==> src/rtl/ldq_violation_buffer.sv <==
// Load-queue violation buffer: tracks in-flight loads and flags the oldest load
// younger than a resolving store that overlaps its address word and byte mask.
module ldq_violation_buffer #(
   parameter int DEPTH    = 16,
   parameter int TAG_W    = 6,
   parameter int ADDR_W   = 32,
   parameter int COMMIT_W = 2,
   parameter int PCX_W    = 10,
   parameter int SSID_W   = 7
) (
   input  logic                       clk,
   input  logic                       rst,
   input  logic                       alloc_valid,
   output logic                       alloc_ready,
   input  logic [ADDR_W-1:0]          alloc_addr,
   input  logic [3:0]                 alloc_mask,
   input  logic [TAG_W-1:0]           alloc_tag,
   input  logic [PCX_W-1:0]           alloc_pcx,
   input  logic [SSID_W-1:0]          alloc_ssid,
   input  logic [TAG_W-1:0]           head_tag,
   input  logic [COMMIT_W-1:0]        commit_valid,
   input  logic                       flush_valid,
   input  logic [TAG_W-1:0]           flush_tag,
   input  logic                       st_valid,
   input  logic [ADDR_W-1:0]          st_addr,
   input  logic [3:0]                 st_mask,
   input  logic [TAG_W-1:0]           st_tag,
   output logic                       viol_valid,
   output logic [TAG_W-1:0]           viol_tag,
   output logic [PCX_W-1:0]           viol_pcx,
   output logic [SSID_W-1:0]          viol_ssid,
   output logic [$clog2(DEPTH+1)-1:0] count,
   output logic                       full,
   output logic                       empty
);

   localparam int IDX_W = $clog2(DEPTH);
   localparam int CNT_W = $clog2(DEPTH+1);

   logic [DEPTH-1:0]  r_valid;
   logic [ADDR_W-1:0] r_addr [DEPTH];
   logic [3:0]        r_mask [DEPTH];
   logic [TAG_W-1:0]  r_tag  [DEPTH];
   logic [PCX_W-1:0]  r_pcx  [DEPTH];
   logic [SSID_W-1:0] r_ssid [DEPTH];

   logic              r_viol_valid;
   logic [TAG_W-1:0]  r_viol_tag;
   logic [PCX_W-1:0]  r_viol_pcx;
   logic [SSID_W-1:0] r_viol_ssid;

   logic [TAG_W-1:0]  w_age [DEPTH];
   logic [TAG_W-1:0]  w_flush_age;
   logic [TAG_W-1:0]  w_st_age;
   logic [DEPTH-1:0]  w_kill;
   logic [DEPTH-1:0]  w_commit;
   logic [DEPTH-1:0]  w_match;
   logic [DEPTH-1:0]  w_alloc_onehot;
   logic [DEPTH-1:0]  w_valid_next;
   logic              w_alloc_fire;
   logic              w_viol_fire;
   logic [IDX_W-1:0]  w_free_idx;
   logic [CNT_W-1:0]  w_count;
   logic              w_found;
   logic [IDX_W-1:0]  w_sel_idx;
   logic [TAG_W-1:0]  w_sel_age;

   assign w_flush_age = flush_tag - head_tag;
   assign w_st_age    = st_tag - head_tag;

   // Ages are relative to the current head so wrapped tags compare correctly.
   generate
      for (genvar gi = 0; gi < DEPTH; gi++) begin : g_entry
         logic w_commit_hit;
         always_comb begin
            w_commit_hit = 1'b0;
            for (int c = 0; c < COMMIT_W; c++) begin
               if (commit_valid[c] && (r_tag[gi] == head_tag + TAG_W'(c))) begin
                  w_commit_hit = 1'b1;
               end
            end
         end
         assign w_age[gi]          = r_tag[gi] - head_tag;
         assign w_kill[gi]         = r_valid[gi] & flush_valid & (w_age[gi] > w_flush_age);
         assign w_commit[gi]       = r_valid[gi] & w_commit_hit;
         assign w_match[gi]        = r_valid[gi]
                                   & (r_addr[gi][ADDR_W-1:2] == st_addr[ADDR_W-1:2])
                                   & (|(r_mask[gi] & st_mask))
                                   & (w_age[gi] > w_st_age);
         assign w_alloc_onehot[gi] = w_alloc_fire & (w_free_idx == IDX_W'(gi));
      end
   endgenerate

   always_comb begin
      w_free_idx = '0;
      w_count    = '0;
      for (int i = DEPTH-1; i >= 0; i--) begin
         if (!r_valid[i]) w_free_idx = IDX_W'(i);
         w_count = w_count + CNT_W'(r_valid[i]);
      end
   end

   // Ascending scan with strict compare keeps the lowest index on an age tie.
   always_comb begin
      w_found   = 1'b0;
      w_sel_idx = '0;
      w_sel_age = '0;
      for (int i = 0; i < DEPTH; i++) begin
         if (w_match[i] && (!w_found || (w_age[i] < w_sel_age))) begin
            w_found   = 1'b1;
            w_sel_idx = IDX_W'(i);
            w_sel_age = w_age[i];
         end
      end
   end

   assign full         = (w_count == CNT_W'(DEPTH));
   assign empty        = (w_count == '0);
   assign count        = w_count;
   assign alloc_ready  = ~full;
   assign w_alloc_fire = alloc_valid & ~full & ~flush_valid;
   assign w_viol_fire  = st_valid & ~flush_valid & w_found;
   // Kill/commit only touch valid entries and allocation only a free one.
   assign w_valid_next = (r_valid & ~w_kill & ~w_commit) | w_alloc_onehot;

   always_ff @(posedge clk) begin
      if (rst) begin
         r_valid <= '0;
      end else begin
         r_valid <= w_valid_next;
      end
   end

   always_ff @(posedge clk) begin
      if (!rst && w_alloc_fire) begin
         r_addr[w_free_idx] <= alloc_addr;
         r_mask[w_free_idx] <= alloc_mask;
         r_tag[w_free_idx]  <= alloc_tag;
         r_pcx[w_free_idx]  <= alloc_pcx;
         r_ssid[w_free_idx] <= alloc_ssid;
      end
   end

   always_ff @(posedge clk) begin
      if (rst) begin
         r_viol_valid <= 1'b0;
         r_viol_tag   <= '0;
         r_viol_pcx   <= '0;
         r_viol_ssid  <= '0;
      end else begin
         r_viol_valid <= w_viol_fire;
         if (w_viol_fire) begin
            r_viol_tag  <= r_tag[w_sel_idx];
            r_viol_pcx  <= r_pcx[w_sel_idx];
            r_viol_ssid <= r_ssid[w_sel_idx];
         end
      end
   end

   assign viol_valid = r_viol_valid;
   assign viol_tag   = r_viol_tag;
   assign viol_pcx   = r_viol_pcx;
   assign viol_ssid  = r_viol_ssid;

endmodule
==> config.mk <==
export PLATFORM = sky130hd
export DESIGN_NAME = ldq_violation_buffer
export DESIGN_NICKNAME = d
export VERILOG_FILES = /design/src/rtl/ldq_violation_buffer.sv
export SDC_FILE = /design/constraint.sdc
export NUM_CORES = 2
export LEC_CHECK = 0
export BUFFER_PORTS_ARGS = -buffer_cell sky130_fd_sc_hd__buf_2
export CORE_MARGIN = 5
export CORE_UTILIZATION = 31
export CTS_BUF_LIST = sky130_fd_sc_hd__clkbuf_4
export DETAILED_ROUTE_END_ITERATION = 6
export PLACE_DENSITY_LB_ADDON = 0.08
export SYNTH_ARGS = -nofsm -noshare
export SYNTH_HDL_FRONTEND = slang
export SYNTH_SLANG_ARGS = --single-unit
==> constraint.sdc <==
create_clock -name clk -period 40.7 [get_ports clk]
set_clock_uncertainty 0.1 [all_clocks]
set_input_delay 6.105 -clock clk [delete_from_list [all_inputs] [get_ports clk]]
set_output_delay 6.105 -clock clk [all_outputs]
set_load 0.02 [all_outputs]
==> results.cfg <==
[outcome]
status = finished, final reports clean

[route]
met1_length_mm = 86.0
dr.pass1.iters = 5
top_layer = met5
drcViolationCount = 0
drtAntennaViolNets = 0
wl_met2_mm = 92.6
wire_per_inst_um = 28.9
via_count = 33383
wl_met3_mm = 7.59
drtIter0Drc = 2367
via_per_inst = 5.08
routed_wl_mm = 189

[floorplan]
core_area_um2 = 163000
io-pin-count = 152
die_w_um = 415
die_area_um2 = 172000
die_y_um = 415
placementRows = 148
start_util_pct = 31.2

[global_route]
grt_pass1_wl_mm = 262
grt_pass1_vias = 33107
antenna_found_initial = 21
grt_max_degree = 62
gr-total-overflow = 0
grt.total_usage_pct = 21.5

[placed_design]
io_buffers = 147
routabilityCongestion = 0.842
dp.final_hpwl_mm = 125
postPlaceCellArea_um2 = 55000
dp_slack_ns = 1.41

[layout]
fill_cells = 16068
drive_above_1_share_pct = 18.3
synthToLayoutAreaGrowth_pct = 14.2
layout.nets = 4676
fin_area_um2 = 58200

[critical_path]
crit_path_end_kind = register
criticalPathCategory = in -> reg
cp_num_buf_inv = 11
worstPathMaxFanout = 46
cpMostUsedCell = a21o_1
r2r_end = viol_tag[5]
arrival_ns = 39.30
crit_family = compound AO/OA/AOI/OAI gates
r2r_setup_slack_ns = 7.14
worstSetupStartpointType = primary input
cp_num_cells = 146
rr_worst_depth = 145
slowest_stage = mux4_2
rr_startpoint = r_tag[0][1]
required_ns = 41.64
slowest_delay_ns = 0.56

[yosys]
synth_nets = 4310
synth_edf_count = 912
synthTopCellsByArea = edfxtp_1 54%, ha_1 8.2%, xnor2_1 7.2%, xor2_1 4.3%, mux2i_1 2.7%
yosys.area.top_type = edfxtp_1
yosysUniqueCellTypes = 96
synth_top_area_share_pct = 53.8
netlist_top_cells_count = 912 x edfxtp_1, 416 x xnor2_1, 335 x ha_1
synthFlopType = edfxtp_1
yosysSeqAreaShare_pct = 55.3
netlist_instances = 3827
ys_ff_latch = 952
synth_most_common_cell = edfxtp_1
netlist_area_um2 = 50900
avgSynthCellArea_um2 = 13.3
ys_warn_count = 0
async_reset_ff_share_pct = 0

[sta]
final.period_utilization_pct = 94.2
max-slew-margin-rel_pct = 10.6
worst_slack_ns = 2.34
worst_pin_slew_ns = 1.32
report.final.slew_viol_count = 0
fmax_ghz = 0.0261
fin_tns_setup_ns = 0
period_minus_slack_ns = 38.36
finalSetupViolCount = 0
rsz0062_at_grt = no
final_hold_viol_count = 0

[clocking]
cts_root_buffer = clkbuf_4
post_cts_buffers = 0
ctsLongestPathBuffers = 3
clk_latency_ns = 1.16
htree_levels = 4
cts.sinks = 952
numCtsBuffers = 238
clk_pin_slew_ns = 0.07
cts_tree = yes
cts_hold_buf = 0

[pwr]
p_switching_mw = 0.597
powerDensity_nw_per_um2 = 38.3
p_seq_share_pct = 48.4
internal-power_mw = 1.63
p_clk_share_pct = 37.4
leakage_nw = 20.7
swShare_pct = 26.8
combPwrFrac_pct = 14.2
ir_worst_vdd_mv = 0.0279

[run]
drv_cap = 0

[min_path]
holdPathStages = 1
hold_path.class = reg -> reg
worstHoldStart = viol_pcx[7]
hold_path_end = viol_pcx[7]
==> registers in the layout (all words and copies together), names as in the netlist <==
register and flops:
viol_tag 6, r_pcx 160, viol_pcx 10, r_tag 96, viol_valid 1, r_valid 16
r_addr 480, viol_ssid 7, r_mask 64, r_ssid 112
==> stage by stage <==
stage / instances / power (mW) / hold slack, ns / utilization (%)
after floorplan: 3827 / 1.29 / 0.427 / -
after global placement: 6128 / 1.41 / 0.393 / 33.7
after detailed placement: 6128 / 1.41 / 0.394 / 33.7
after CTS: 6554 / 2.26 / 0.410 / 35.6
after global routing: 6562 / 2.35 / 0.425 / 35.6
final: 6565 / 2.23 / 0.399 / 35.7
==> per-layer routing <==
metal,vias to the layer above,GRT usage [%]
met5,-,0
met4,2,4.30
met3,173,3.09
met2,854,36.8
met1,16952,29.1
li1,15402,-
==> cell type report <==
type | instances | area, um^2 | share of cell area [%]
diodes | 11 | 27.5 | 0.0473
clock buffers | 386 | 2900 | 4.98
clock inverters | 40 | 244 | 0.419
inverters | 154 | 578 | 0.994
multi-input cells | 2585 | 21800 | 37.6
flip-flops and latches | 952 | 28200 | 48.5
well taps | 2175 | 2720 | 4.68
repair buffers | 262 | 1660 | 2.86
==> logic make-up after synthesis <==
group,after synthesis,synth area share [%]
and+or+nand+nor,721,7.68
adders and majority gates,367,9.41
muxes,217,5.46
xor gates and xnor gates,668,11.5
DFF,952,55.3
buffers and inverters,290,2.38
AOI/OAI and AO/OA,612,8.24
==> placed cells by master (no fill, tap or decap), drive strengths merged, types with 55 or more instances in the layout <==
cell / count
nand3: 55
buf: 262
xnor2: 416
inv: 158
o21ai: 114
a21o: 121
nand4: 146
nand2: 112
mux2i: 138
nor4: 79
clkbuf: 386
a21oi: 148
edfxtp: 912
ha: 335
xor2: 252
nor2: 139
==> worst max-delay path by stage <==
stage	start	endpoint
6_report	head_tag[2]	viol_tag[5]
5_1_grt	head_tag[2]	viol_tag[5]
4_1_cts	head_tag[2]	viol_ssid[4]
3_5_place_dp	head_tag[2]	viol_ssid[4]
3_3_place_gp	head_tag[2]	viol_ssid[4]
2_1_floorplan	head_tag[1]	viol_pcx[7]
==> power groups by stage <==
stage	Combinational [mW]	Sequential, mW	Clock, mW
2_1_floorplan	0.188	1.10	0
6_report	0.316	1.08	0.834
5_1_grt	0.349	1.08	0.920
3_3_place_gp	0.315	1.10	0
3_5_place_dp	0.316	1.10	0
4_1_cts	0.318	1.08	0.864
==> what timing repair did <==
action / in CTS / in global routing
endpoints found under the hold margin: 0 / 0
gates resized for setup: 0 / 1
endpoints found under the setup margin: 0 / 2
(Power assumes the default switching activity.)
